$ cat config.mk
export PLATFORM = sky130hd
export DESIGN_NAME = mult4_seq_ctrl
export DESIGN_NICKNAME = d
export VERILOG_FILES = /design/src/rtl/mult4_seq_ctrl_pkg.sv /design/src/rtl/mult_addsub_dp.sv /design/src/rtl/mult4_seq_ctrl.sv
export SDC_FILE = /design/constraint.sdc
export NUM_CORES = 1
export LEC_CHECK = 0
export CAP_MARGIN = 20
export CORE_UTILIZATION = 30
export DETAILED_ROUTE_END_ITERATION = 8
export DONT_BUFFER_PORTS = 1
export PLACE_DENSITY = 0.54
export SLEW_MARGIN = 20
export SYNTH_ARGS = -nofsm -noshare
export SYNTH_HDL_FRONTEND = slang
export SYNTH_HIERARCHICAL = 1
export SYNTH_SLANG_ARGS = --single-unit
$ cat constraint.sdc
create_clock -name clk -period 2.5 [get_ports clk]
set_input_delay 0.75 -clock clk [delete_from_list [all_inputs] [get_ports clk]]
set_output_delay 0.75 -clock clk [all_outputs]
set_load 0.02 [all_outputs]
$ cat src/rtl/mult4_seq_ctrl_pkg.sv
// Shared definitions for the sequential shift-and-add multiplier:
// FSM state encodings and default operand/counter widths.
package mult4_seq_ctrl_pkg;

    localparam logic [1:0] ST_IDLE = 2'd0;
    localparam logic [1:0] ST_CALC = 2'd1;
    localparam logic [1:0] ST_DONE = 2'd2;

    localparam int DEF_WIDTH = 4;
    localparam int DEF_CNT_W = 2;

endpackage

$ cat src/rtl/mult_addsub_dp.sv
// Shift-and-add datapath: one shared 2*WIDTH-bit conditional adder plus the
// multiplicand, multiplier and accumulator shift registers.
module mult_addsub_dp #(
    parameter int WIDTH = 4
) (
    input  logic                 clk,
    input  logic                 rst_n,
    input  logic                 load,
    input  logic                 step,
    input  logic [WIDTH-1:0]     a,
    input  logic [WIDTH-1:0]     b,
    output logic [2*WIDTH-1:0]   sum
);

    logic [2*WIDTH-1:0] mcand;
    logic [WIDTH-1:0]   mplier;
    logic [2*WIDTH-1:0] acc;

    // Product of two WIDTH-bit values fits in 2*WIDTH bits, so the carry-out is dropped.
    assign sum = acc + (mplier[0] ? mcand : '0);

    always_ff @(posedge clk or negedge rst_n) begin
        if (!rst_n) begin
            mcand  <= '0;
            mplier <= '0;
            acc    <= '0;
        end else if (load) begin
            mcand  <= {{WIDTH{1'b0}}, a};
            mplier <= b;
            acc    <= '0;
        end else if (step) begin
            acc    <= sum;
            mcand  <= mcand << 1;
            mplier <= mplier >> 1;
        end
    end

endmodule

$ cat src/rtl/mult4_seq_ctrl.sv
// Sequential shift-and-add multiplier controller: FSM, iteration counter and
// registered product around the shared-adder datapath.
//
// state   | meaning
// --------+-----------------------------------------------------------
// IDLE    | waiting for start; operands captured when start is seen
// CALC    | one add/shift iteration per cycle, WIDTH cycles total
// DONE    | one-cycle done pulse; a new start is accepted here too
module mult4_seq_ctrl
    import mult4_seq_ctrl_pkg::*;
#(
    parameter int WIDTH = DEF_WIDTH,
    parameter int CNT_W = DEF_CNT_W
) (
    input  logic                 clk,
    input  logic                 rst_n,
    input  logic                 start,
    input  logic [WIDTH-1:0]     a,
    input  logic [WIDTH-1:0]     b,
    output logic                 busy,
    output logic                 done,
    output logic [2*WIDTH-1:0]   product
);

    logic [1:0]         state;
    logic [CNT_W-1:0]   cnt;
    logic [2*WIDTH-1:0] sum;
    logic               accept;
    logic               calc;
    logic               last_iter;

    assign calc      = (state == ST_CALC);
    assign accept    = start && !calc;
    assign last_iter = calc && (cnt == CNT_W'(WIDTH - 1));

    assign busy = calc;
    assign done = (state == ST_DONE);

    mult_addsub_dp #(
        .WIDTH (WIDTH)
    ) u_dp (
        .clk   (clk),
        .rst_n (rst_n),
        .load  (accept),
        .step  (calc),
        .a     (a),
        .b     (b),
        .sum   (sum)
    );

    always_ff @(posedge clk or negedge rst_n) begin
        if (!rst_n) begin
            state   <= ST_IDLE;
            cnt     <= '0;
            product <= '0;
        end else begin
            case (state)
                ST_CALC: begin
                    cnt <= cnt + CNT_W'(1);
                    if (last_iter) begin
                        product <= sum;
                        state   <= ST_DONE;
                    end
                end
                ST_IDLE, ST_DONE: begin
                    if (accept) begin
                        cnt   <= '0;
                        state <= ST_CALC;
                    end else begin
                        state <= ST_IDLE;
                    end
                end
                default: state <= ST_IDLE;
            endcase
        end
    end

endmodule

==> run summary <==
Clocking
• 0.28 ns — Worst-Skew Late Latency
• 5 — total clock buffers created by CTS
• 2 — total number of H-tree levels
• 0 — number of instances resized during post-cts repair
• 32 — clock tree sinks
• 0 — hold buffer count at CTS
• done — clock tree from TritonCTS
• 2 — buffer depth of the longest clock path
• sky130_fd_sc_hd__clkbuf_8 — root cell of the clock tree
• 0 — Setup Buffers After CTS
• 0.06 ns — clock transition time at the flip-flop clock pins of the worst setup and hold paths

Logic synthesis
• sky130_fd_sc_hd__dfrtp_1 — leading register cell type out of synthesis
• 6 — Yosys warning total
• 10.8 sq um — post-synthesis average cell area
• 32 — distinct cell type count of the synthesized netlist
• 0 — count of flip-flops with a built-in enable after synthesis
• 1710 sq um — cell area after technology mapping
• 100% — asr flop ratio synth
• 159 — Synth Instances
• 32 — post-synthesis sequential element count
• 46.8% — Seq/Total Area, Yosys
• 179 — synthesized net count

Global routing
• 11.3% — all-layer global routing usage
• 5200 microns — first-pass GRT wire length
• 0 — antenna violations before repair
• 33 — pin count of the biggest net entering global routing
• 0 — remaining global-route overflow
• 1,067 — number of global-route vias before repair

Routing
• 13.0 microns — routed wire length per instance
• 0 — residual antenna-violating net count after detailed routing
• 4 — TritonRoute pass-1 iters
• 35 — DRC violation total after the first TritonRoute iteration
• 137 microns — WL met3
• 1,105 — via total after detailed routing
• 3060 microns — Detailed Route WL
• 1480 microns — Post-Route M1 WL
• 0 — number of remaining DRC errors
• 4.68 — post-DR vias/cell
• 1380 microns — routed wire length on met2
• met4 — max layer used

Job
• 0 — number of maximum-capacitance violations

Pwr
• 39.6% — combinational group share of total power
• 0.952 nW — leakage power figure
• 1210 nW/um^2 — cell area power density
• 0.00230 W — final total power
• 0.442 mV — peak ir drop on the vdd network
• 0.000879 W — switching power
• 18.4% — Clk network pwr share
• 0.00142 W — internal power contribution
• 38.2% — switching portion of total power
• 41.9% — portion of total power attributed to sequential cells

Critical path
• register — CP Launch Type
• 2.54 ns — worst path arrival time
• 3 — largest fanout on the critical path
• reg2reg — category of the critical setup timing path
• register — type of destination of the critical path
• 9 — count of cells along the worst register-to-register path
• 2.67 ns — data required time at the worst endpoint

Min path
• in2async — Hold Crit Class

Timing
• 0.333 ns — transition time of the tightest slew-check pin
• 422 MHz — maximum clock rate
• false — RSZ-0062 raised after global routing
• 0.00316 ns — final clock skew
• 0 — number of endpoints failing setup at the final stage
• 94.7% — post-route clock period utilization
• 2.37 ns — shortest clock period the worst path allows after layout
• 0.159 ns — Hold WS
• 0 ns — sum of negative setup slack
• 0 — Final Hold Violating Endpoints
• 0 — Pins Over Slew Limit
• 77.6% — worst rel slew slack

Floorplanning
• 31.1% — effective utilization at floorplan
• 77.5 microns — die span in x
• 6010 sq um — die area
• 27 — Cell Rows
• 5510 sq um — Core Region
• 21 — I/O pin total
• 77.5 microns — vertical extent of the die

Run status
• complete, no violations — result of the run

Layout
• sky130_fd_sc_hd__dfrtp_1 — most frequent standard cell in the layout excluding fill and tap cells
• 11.1% — P&R area growth vs syn
• 184 — number of nets in the layout
• 0 — number of diodes added for antenna fixing
• sky130_fd_sc_hd__dfrtp_1 (32), sky130_fd_sc_hd__nor2_1 (16), sky130_fd_sc_hd__mux2i_1 (16), sky130_fd_sc_hd__nand2_1 (14), sky130_fd_sc_hd__o21ai_0 (10) — commonest cells after routing, fill and taps aside
• 236 — Final Instance Count excl. Fillers
• 34.5% — share of the core filled with cells in the final layout
• 15.2% — fraction of final layout cells with drive strength greater than 1

Placed design
• 0.803 — routability-driven placement congestion ratio
• 0 — Port-buffer cells
• 229 — count of placed standard cells including taps
• 2220 microns — DP Wirelength

[registers in the layout (all words and copies together), names as in the netlist]
| signal | cells |
|---|---|
| cnt | 2 |
| product | 8 |
| state | 2 |
| u_dp/acc | 8 |
| u_dp/mcand | 8 |
| u_dp/mplier | 4 |
[cell usage after synthesis, types with 2 or more instances]
cell	count	area [sq um]
sky130_fd_sc_hd__nand3_1	3	15.0
sky130_fd_sc_hd__o21ai_0	10	50.1
sky130_fd_sc_hd__nor2b_1	4	25.0
sky130_fd_sc_hd__xnor2_1	6	52.6
sky130_fd_sc_hd__mux2_2	8	90.1
sky130_fd_sc_hd__and2_1	7	43.8
sky130_fd_sc_hd__buf_2	2	10.0
sky130_fd_sc_hd__nor2_1	16	60.1
sky130_fd_sc_hd__a21oi_1	4	20.0
sky130_fd_sc_hd__a21oi_2	2	17.5
sky130_fd_sc_hd__a22o_1	2	17.5
sky130_fd_sc_hd__ha_1	8	100
sky130_fd_sc_hd__inv_1	4	15.0
sky130_fd_sc_hd__mux2i_1	16	160
sky130_fd_sc_hd__nand2b_1	2	12.5
sky130_fd_sc_hd__dfrtp_1	32	801
sky130_fd_sc_hd__nand2_1	14	52.6
sky130_fd_sc_hd__mux2_1	2	22.5
sky130_fd_sc_hd__clkbuf_1	3	11.3
sky130_fd_sc_hd__xor2_1	2	17.5
[critical path, stage by stage (launching register included)]
cell and delay (ns):
sky130_fd_sc_hd__dfrtp_1 0.40, sky130_fd_sc_hd__and2_1 0.17, sky130_fd_sc_hd__ha_1 0.20, sky130_fd_sc_hd__fa_1 0.41
sky130_fd_sc_hd__a21o_2 0.21, sky130_fd_sc_hd__a21oi_1 0.21, sky130_fd_sc_hd__o21ai_0 0.19, sky130_fd_sc_hd__nor2_1 0.15
sky130_fd_sc_hd__xnor2_1 0.07, sky130_fd_sc_hd__mux2_2 0.25
[cell type report]
class	instances	area, sq um
Clock buffer	7	96.3
Fill cell	562	3600
Timing Repair Buffer	4	30.0
Sequential cell	32	801
Multi-Input combinational cell	117	870
Inverter	4	15.0
Tap cell	72	90.1
[final timing paths]
check	endpoint	from	slack (ns)
max	product[6]	u_dp/mcand[0]	0.13
min	product[3]	rst_n	0.16
max reg2reg	product[6]	u_dp/mcand[0]	0.13
min reg2reg	u_dp/acc[5]	u_dp/acc[5]	0.52
max in group asynchronous	u_dp/mcand[4]	rst_n	2.26
min in group clk	u_dp/acc[5]	u_dp/acc[5]	0.52
[kinds of logic after synthesis]
| family | after synthesis | share of synthesized area [%] |
|---|---|---|
| and+or+nand+nor | 51 | 15.1 |
| DFF | 32 | 46.8 |
| muxes | 26 | 15.9 |
| AOI/OAI and AO/OA | 23 | 8.55 |
| buffers and inverters | 10 | 2.56 |
| adders and majority gates | 9 | 7.02 |
| xor gates and xnor gates | 8 | 4.09 |
[stage by stage]
step | setup slack (ns) | area [sq um]
floorplan | 0.258 | 1710
finish | 0.132 | 1900
detailed placement | 0.149 | 1810
global placement | 0.199 | 1810
global route | 0.0317 | 1900
CTS | 0.120 | 1900
[routing by layer]
metal  vias up  track usage, %
met5         -               0
met4         0            6.23
met3         7            3.29
met2        23            17.1
met1       521            14.5
li1        554               -
[power groups by stage]
| stage | Sequential, W | Clock [W] | Combinational, W |
|---|---|---|---|
| after floorplan | 0.000918 | 0 | 0.000772 |
| after global placement | 0.000967 | 0 | 0.000900 |
| after detailed placement | 0.000980 | 0 | 0.000929 |
| after CTS | 0.000971 | 0.000443 | 0.000930 |
| after global routing | 0.000999 | 0.000467 | 0.00102 |
| final | 0.000965 | 0.000424 | 0.000912 |
Note: power is estimated with default switching activity, not from simulation.
